<file path="src/rtl/ifu_fetch.sv">
// Instruction fetch unit: owns the PC, issues single-outstanding word fetches and buffers results in a FIFO.
// Optional feature macro IFU_EBREAK_HALT_EN: stop fetching after a non-dropped ebreak response.
module ifu_fetch #(
  parameter logic [31:0] RESET_PC  = 32'h8000_0000,
  parameter int          BUF_DEPTH = 2
) (
  input  logic        clock,
  input  logic        reset,
  output logic        imem_req_valid,
  input  logic        imem_req_ready,
  output logic [31:0] imem_req_addr,
  input  logic        imem_rsp_valid,
  input  logic [31:0] imem_rsp_data,
  input  logic        redirect_valid,
  input  logic [31:0] redirect_pc,
  output logic        inst_valid,
  input  logic        inst_ready,
  output logic [31:0] inst,
  output logic [31:0] inst_pc,
  output logic        halted
);

  localparam int PTR_W = $clog2(BUF_DEPTH);
  localparam int CNT_W = PTR_W + 1;
  localparam logic [CNT_W-1:0] DEPTH_C = CNT_W'(BUF_DEPTH);

  typedef enum logic [1:0] {
    ST_REQ,
    ST_WAIT,
    ST_HALT
  } state_e;

  state_e             state_q, state_d;
  logic [31:0]        pc_q, pc_d;
  logic [31:0]        reqPc_q, reqPc_d;
  logic               drop_q, drop_d;
  logic               reqValid_q, reqValid_d;
  logic [PTR_W-1:0]   rdPtr_q, rdPtr_d;
  logic [PTR_W-1:0]   wrPtr_q, wrPtr_d;
  logic [CNT_W-1:0]   count_q, count_d;
  logic [31:0]        bufData_q [BUF_DEPTH];
  logic [31:0]        bufPc_q   [BUF_DEPTH];

  logic reqFire;
  logic rspFire;
  logic redirectFire;
  logic push;
  logic pop;

  assign reqFire      = reqValid_q & imem_req_ready;
  assign rspFire      = imem_rsp_valid & (state_q == ST_WAIT);
  assign redirectFire = redirect_valid & (state_q != ST_HALT);
  // A flush wins over a push landing in the same cycle.
  assign push         = rspFire & ~drop_q & ~redirectFire;
  assign pop          = inst_valid & inst_ready;

`ifdef IFU_EBREAK_HALT_EN
  localparam logic [31:0] EBREAK = 32'h0010_0073;
  logic halted_q, halted_d;
`endif

  always_comb begin
    state_d  = state_q;
    pc_d     = pc_q;
    reqPc_d  = reqPc_q;
    drop_d   = drop_q;
    rdPtr_d  = rdPtr_q;
    wrPtr_d  = wrPtr_q;
    count_d  = count_q;

    case (state_q)
      ST_REQ: begin
        if (reqFire) begin
          reqPc_d = pc_q;
          pc_d    = pc_q + 32'd4;
          state_d = ST_WAIT;
        end
      end
      ST_WAIT: begin
        if (rspFire) begin
          drop_d  = 1'b0;
          state_d = ST_REQ;
`ifdef IFU_EBREAK_HALT_EN
          if (push && (imem_rsp_data == EBREAK)) begin
            state_d = ST_HALT;
          end
`endif
        end
      end
      default: ;
    endcase

    // A redirect only needs to poison a response that is still in flight after this edge.
    if (redirectFire) begin
      pc_d   = redirect_pc & ~32'h3;
      drop_d = (state_d == ST_WAIT);
    end

    if (redirectFire) begin
      rdPtr_d = '0;
      wrPtr_d = '0;
      count_d = '0;
    end else begin
      if (push) wrPtr_d = wrPtr_q + 1'b1;
      if (pop)  rdPtr_d = rdPtr_q + 1'b1;
      case ({push, pop})
        2'b10:   count_d = count_q + 1'b1;
        2'b01:   count_d = count_q - 1'b1;
        default: count_d = count_q;
      endcase
    end

    reqValid_d = (state_d == ST_REQ) && (count_d < DEPTH_C);
`ifdef IFU_EBREAK_HALT_EN
    halted_d = (state_d == ST_HALT);
`endif
  end

  always_ff @(posedge clock or posedge reset) begin
    if (reset) begin
      state_q    <= ST_REQ;
      pc_q       <= RESET_PC;
      reqPc_q    <= '0;
      drop_q     <= 1'b0;
      reqValid_q <= 1'b1;
      rdPtr_q    <= '0;
      wrPtr_q    <= '0;
      count_q    <= '0;
`ifdef IFU_EBREAK_HALT_EN
      halted_q   <= 1'b0;
`endif
    end else begin
      state_q    <= state_d;
      pc_q       <= pc_d;
      reqPc_q    <= reqPc_d;
      drop_q     <= drop_d;
      reqValid_q <= reqValid_d;
      rdPtr_q    <= rdPtr_d;
      wrPtr_q    <= wrPtr_d;
      count_q    <= count_d;
`ifdef IFU_EBREAK_HALT_EN
      halted_q   <= halted_d;
`endif
    end
  end

  // Storage needs no reset: the head is only exposed while the count is non-zero.
  always_ff @(posedge clock) begin
    if (push) begin
      bufData_q[wrPtr_q] <= imem_rsp_data;
      bufPc_q[wrPtr_q]   <= reqPc_q;
    end
  end

  assign imem_req_valid = reqValid_q;
  assign imem_req_addr  = pc_q;
  assign inst_valid     = (count_q != '0);
  assign inst           = inst_valid ? bufData_q[rdPtr_q] : 32'd0;
  assign inst_pc        = inst_valid ? bufPc_q[rdPtr_q]   : 32'd0;

`ifdef IFU_EBREAK_HALT_EN
  assign halted = halted_q;
`else
  assign halted = 1'b0;
`endif

endmodule

</file>
<file path="config.mk">
export PLATFORM = sky130hd
export DESIGN_NAME = ifu_fetch
export DESIGN_NICKNAME = d
export VERILOG_FILES = /design/src/rtl/ifu_fetch.sv
export SDC_FILE = /design/constraint.sdc
export NUM_CORES = 1
export LEC_CHECK = 0
export CAP_MARGIN = 20
export CORE_MARGIN = 2
export CORE_UTILIZATION = 35
export CTS_CLUSTER_DIAMETER = 40
export CTS_CLUSTER_SIZE = 8
export DETAILED_ROUTE_END_ITERATION = 16
export GPL_ROUTABILITY_DRIVEN = 0
export PLACE_DENSITY = 0.66
export SKIP_LAST_GASP = 1
export SYNTH_ARGS = -nofsm -noshare
export SYNTH_HDL_FRONTEND = slang
export SYNTH_SLANG_ARGS = --single-unit
</file>
<file path="constraint.sdc">
create_clock -name clock -period 3.7 [get_ports clock]
set_input_delay 0.555 -clock clock [delete_from_list [all_inputs] [get_ports clock]]
set_output_delay 0.555 -clock clock [all_outputs]
set_load 0.02 [all_outputs]
</file>
Word-level counts from Yosys, hierarchy flattened
Memory sizes are Yosys's and may differ from the RTL's.
Cells that the tools add are included.
Widths: inputs -> output; s select.
Word-level totals
  register bits after elaboration: 72
  RAM bits: 128
  bits of input ports: 70
  word-level logic and storage cells: 61
  memories: 2
Cells by class
  add/sub/neg operators: 5
  $lt $le $gt $ge: 1
  equal/unequal tests: 5
  multiplexer cells: 19
  bitwise operators: 8
  reduce and logical (&&, ||, !) cells: 13
Memories
  bufData_q: depth 2, bits a word 32, read ports 1, clocked after Yosys merged registers in 0, wr ports 1, RTL line 41  | logic [31:0] bufData_q [BUF_DEPTH];
  bufPc_q: depth 2, bits a word 32, read ports 1, clocked after Yosys merged registers in 0, wr ports 1, RTL line 42  | logic [31:0] bufPc_q [BUF_DEPTH];
Operators by type and width (number)
  $mux 32: 5
  $add 32x3->32 const B: 1
  $reduce_bool 2->1: 7
  $mux 1: 9
  $pmux 2 s2: 2
  $and 1x1->1: 6
  $eq 2x1->1 const B: 3
  $mux 2: 3
  $reduce_and 2->1: 3
  $logic_not 2->1: 2
  $add 1x1->1 const B: 2
  $add 2x1->2 const B: 1
  $eq 2x2->1 const B: 1
  $lt 2x2->1 const B: 1
  $ne 2x2->1 const B: 1
  $not 1->1: 2
  $sub 2x1->2 const B: 1
  $logic_and 1x1->1: 1

Logic depth before layout (Yosys ltp)
  depth after elaboration: 9
  gate-level depth with buffers: 9

Worst setup path after synthesis
Ideal clock, no wire load.
  kind: in2reg
  start point: in redirect_valid
  end point: mem bufData_q[0][0], enable pin
  setup time: 0.484 ns
  arrival time: 3.782 ns
  required time: 3.216 ns
  slack: -0.565 ns
  cell stages on the path: 4
  cell sequence: clkbuf_1 > nor4_1 > inv_1 > nor2_1
On the way
  cells in the longest elaborated chain, start to end: 5
RTL lines
  start, declared: RTL line 14  | input logic redirect_valid,
  $and 1x1->1: RTL line 52  | assign redirectFire = redirect_valid & (state_q != ST_HALT);
  $not 1->1: RTL line 54  | assign push = rspFire & ~drop_q & ~redirectFire;
  $and 1x1->1: RTL line 54
  $mux 1: RTL line 149  | if (push) begin
  $mux 1 (not written as such): RTL line 150  | bufData_q[wrPtr_q] <= imem_rsp_data;
  end, declared: RTL line 41
Every way passes these cells.

Worst setup path in the final report
  start point: reg rdPtr_q
  end point: out inst_pc[14]
On the way
  cells in the longest elaborated chain, start to end: 2
RTL lines
  start, declared: RTL line 38  | logic [PTR_W-1:0] rdPtr_q, rdPtr_d;
  start signal, assigned: RTL line 138  | rdPtr_q <= rdPtr_d;
  $mem_v2 2x32
  $mux 32: RTL line 159  | assign inst_pc = inst_valid ? bufPc_q[rdPtr_q] : 32'd0;
  end, declared: RTL line 19  | output logic [31:0] inst_pc,
Every way passes these cells.

==> impl_metrics.yaml <==
layout:
  final_cell_mix: "161 x clkdlybuf4s50_1, 124 x edfxtp_1, 78 x nor2_1"
  drive_gt1_share_pct: 11.86
  n_antenna_cell: 0
  design_area_um2: 10640
  final_common_cell: "clkdlybuf4s50_1"
  syn_to_final_growth_pct: 31.07
  fillCellCount: 2025
  stdcell_count: 1061
  nets: 836
timing:
  period_needed_ps: 3068
  worst_pin_slew_ps: 1009
  max_freq_ghz: 0.3260
  setup_tns_ps: 0
  finClkSkew_ps: 9.863
  report.final.slew_viol_count: 0
  hold_violations: 0
  fin_ws_ps: 632.3
  slew_headroom_pct: 32.25
  finalCritPeriodShare_pct: 82.91
  rsz0062_at_grt: "no"
  setup_viol: 0
critical_path:
  cp_data_arrival_time_ps: 2510
  setup.worst_path.end_class: "output port"
  cp.buffers_inverters: 2
  reg2reg_depth: 6
  critPathLaunchType: "flip-flop"
  setup.worst_path.start: "rdPtr_q"
  critPathSlowestCell: "dfrtp_4"
  crit_family: "buffers and inverters"
  cp.required_ps: 3140
  worst_path_largest_cell_delay_ps: 880
  worstSetupPathType: "reg -> out"
  worst-path-stages: 4
  r2r_start: "imem_req_addr[2]"
  critical_path.max_fanout: 32
  path_cells: "buf_12 > mux2i_1 > nor2_1 > clkdlybuf4s50_1"
clocking:
  root_buffer: "clkbuf_16"
  h-tree-depth: 4
  post_cts_resized: 0
  cts.hold.buffers_added: 0
  clk_latency_ps: 430
  cts_buffers: 17
  clkTransAtPathRegs_ps: 70
  post_cts.repair.setup_buffers: 0
  ctsLongestPathBuffers: 2
  cts_num_sinks: 192
  cts_tree: "yes"
worst_hold_path:
  hold_depth: 0
  hp-class: "reg -> reg"
  min-delay-start: "reqPc_q[8]"
place:
  hpwl_mm: 12.87
  io_buffers: 161
  dp.cells: 1029
  dpl_worst_slack_ps: 773.3
  place_area_um2: 10070
synthesis:
  synth-seq-cells: 192
  netlist_area_um2: 8115
  seq_area_frac_synth_pct: 66.88
  synthFlopType: "edfxtp_1"
  synth_edf_count: 124
  avgSynthCellArea_um2: 13.48
  synthArstFlopShare_pct: 35.42
  synth.distinct_cells: 55
  yosys_warnings: 0
  synthCells: 602
routing:
  vias: 5268
  wl_per_cell_um: 18.14
  drt-total-wl_mm: 19.25
  drt_pass1_iterations: 5
  first_iter_violations: 324
  vias_per_cell: 4.965
  route.detailed.drc: 0
  ant_nets: 0
grt:
  grt_pass1_wl_mm: 29.50
  overflow: 0
  grtUsageMet3_pct: 3.351
  antenna_found_initial: 0
  grt_max_degree: 63
  grt_usage_pct: 15.93
  grt_util_met1_pct: 21.51
  grt-busiest-layer: "met2"
  met2_usage_pct: 25.91
  grt_pass1_vias: 5282
floorplanning:
  std_cell_rows: 55
  ioPinCount: 169
  die_h_um: 156.3
  core_um2: 22710
  dieArea_um2: 24420
  start_util_pct: 35.74
  die_w_um: 156.3
power:
  p_leak_nw: 3.669
  irDropWorstVdd_mv: 0.2620
  p_total_mw: 5.575
  cellPowerDensity_nw_per_um2: 524.2
job:
  maxCapViolations: 0
run_status:
  outcome: "complete, no violations"
-- where the power goes --
group          switching (mW)  internal, mW  total (mW)
clock                   0.877         0.898        1.77
combinational           0.408         0.440       0.848
sequential              0.262          2.69        2.95
total                    1.55          4.03        5.58
-- worst reg2reg max path, cell delays in order (launching register included) --
cell,delay (ps)
dfrtp_1,600
ha_1,380
nand4_1,250
nor4_4,410
nand2_1,110
or4_1,430
o211ai_1,100
-- registers in the layout, summed over array words and instances (netlist names) --
name and cells:
reqPc_q 30, drop_q 1, bufData_q 64, count_q 2, imem_req_addr 30, rdPtr_q 1, imem_req_valid 1, bufPc_q 60
wrPtr_q 1, state_q 2
-- through the flow --
step / util (%) / hold WS [ps]
final: 46.84 / 460.8
after global routing: 46.84 / 474.4
after CTS: 46.84 / 468.9
after detailed placement: 44.33 / 451.6
after global placement: 44.33 / 445.8
after floorplan: - / 438.2
-- cells by family after synthesis --
group,after synthesis,synth area share (%)
DFF,192,66.88
and+or+nand+nor,187,11.27
muxes,94,12.07
AOI/OAI and AO/OA,59,4.487
buffers and inverters,46,2.621
xor gates and xnor gates,20,2.159
adders and majority gates,3,0.4626
other,1,0.04621
-- cell usage after synthesis (2+ instances only) --
cell        n  area [um^2]
edfxtp_1  124         3724
nor2_1     81        304.0
dfrtp_1    66         1652
mux2i_1    63        630.6
nand2_1    39        146.4
mux2_2     31        349.1
o21ai_0    20        100.1
nand3_1    16        80.08
buf_2      14        70.07
clkbuf_1   14        52.55
xnor2_1    13        113.9
a21oi_1    11        55.05
inv_1      11        41.29
nand4_1    10        62.56
nor3_1     10        50.05
xor2_1      7        61.31
buf_4       6        45.04
a22oi_1     4        30.03
a31oi_1     4        25.02
and2_1      3        18.77
and4_1      3        26.28
ha_1        3        37.54
nor4_1      3        18.77
o211ai_1    3        22.52
o21ai_1     3        15.01
o311ai_0    3        26.28
a21o_1      2        15.01
a32oi_1     2        17.52
and3_1      2        12.51
dfstp_2     2        52.55
nand2b_1    2        12.51
nand3b_1    2        15.01
nor3b_1     2        15.01
or3_1       2        12.51
-- worst paths after layout --
check / endpoint / slack, ps
max: inst_pc[14] / 630
min: bufPc_q[0][8] / 460
max reg2reg: imem_req_addr[26] / 1350
min reg2reg: bufPc_q[0][8] / 460
max in group asynchronous: imem_req_valid / 2240
min in group asynchronous: reqPc_q[19] / 650
-- metal layers --
metal | part of all wire (%) | routed length [um]
met1 | 46 | 8773
met3 | 5.2 | 1008
met5 | 0 | 0
met4 | 1.6 | 301
met2 | 48 | 9164
-- cell type report --
class	count	area, um^2	share of cell area, %
Tap cell	285	356.6	3.353
Sequential cell	192	5431	51.06
Multi-Input combinational cell	368	2510	23.60
Clock buffer	17	425.4	4.000
Inverter	11	41.29	0.3882
Timing Repair Buffer	173	1727	16.23
Clock inverter	15	145.1	1.365
No activity file was read; power rests on OpenSTA's default activity.
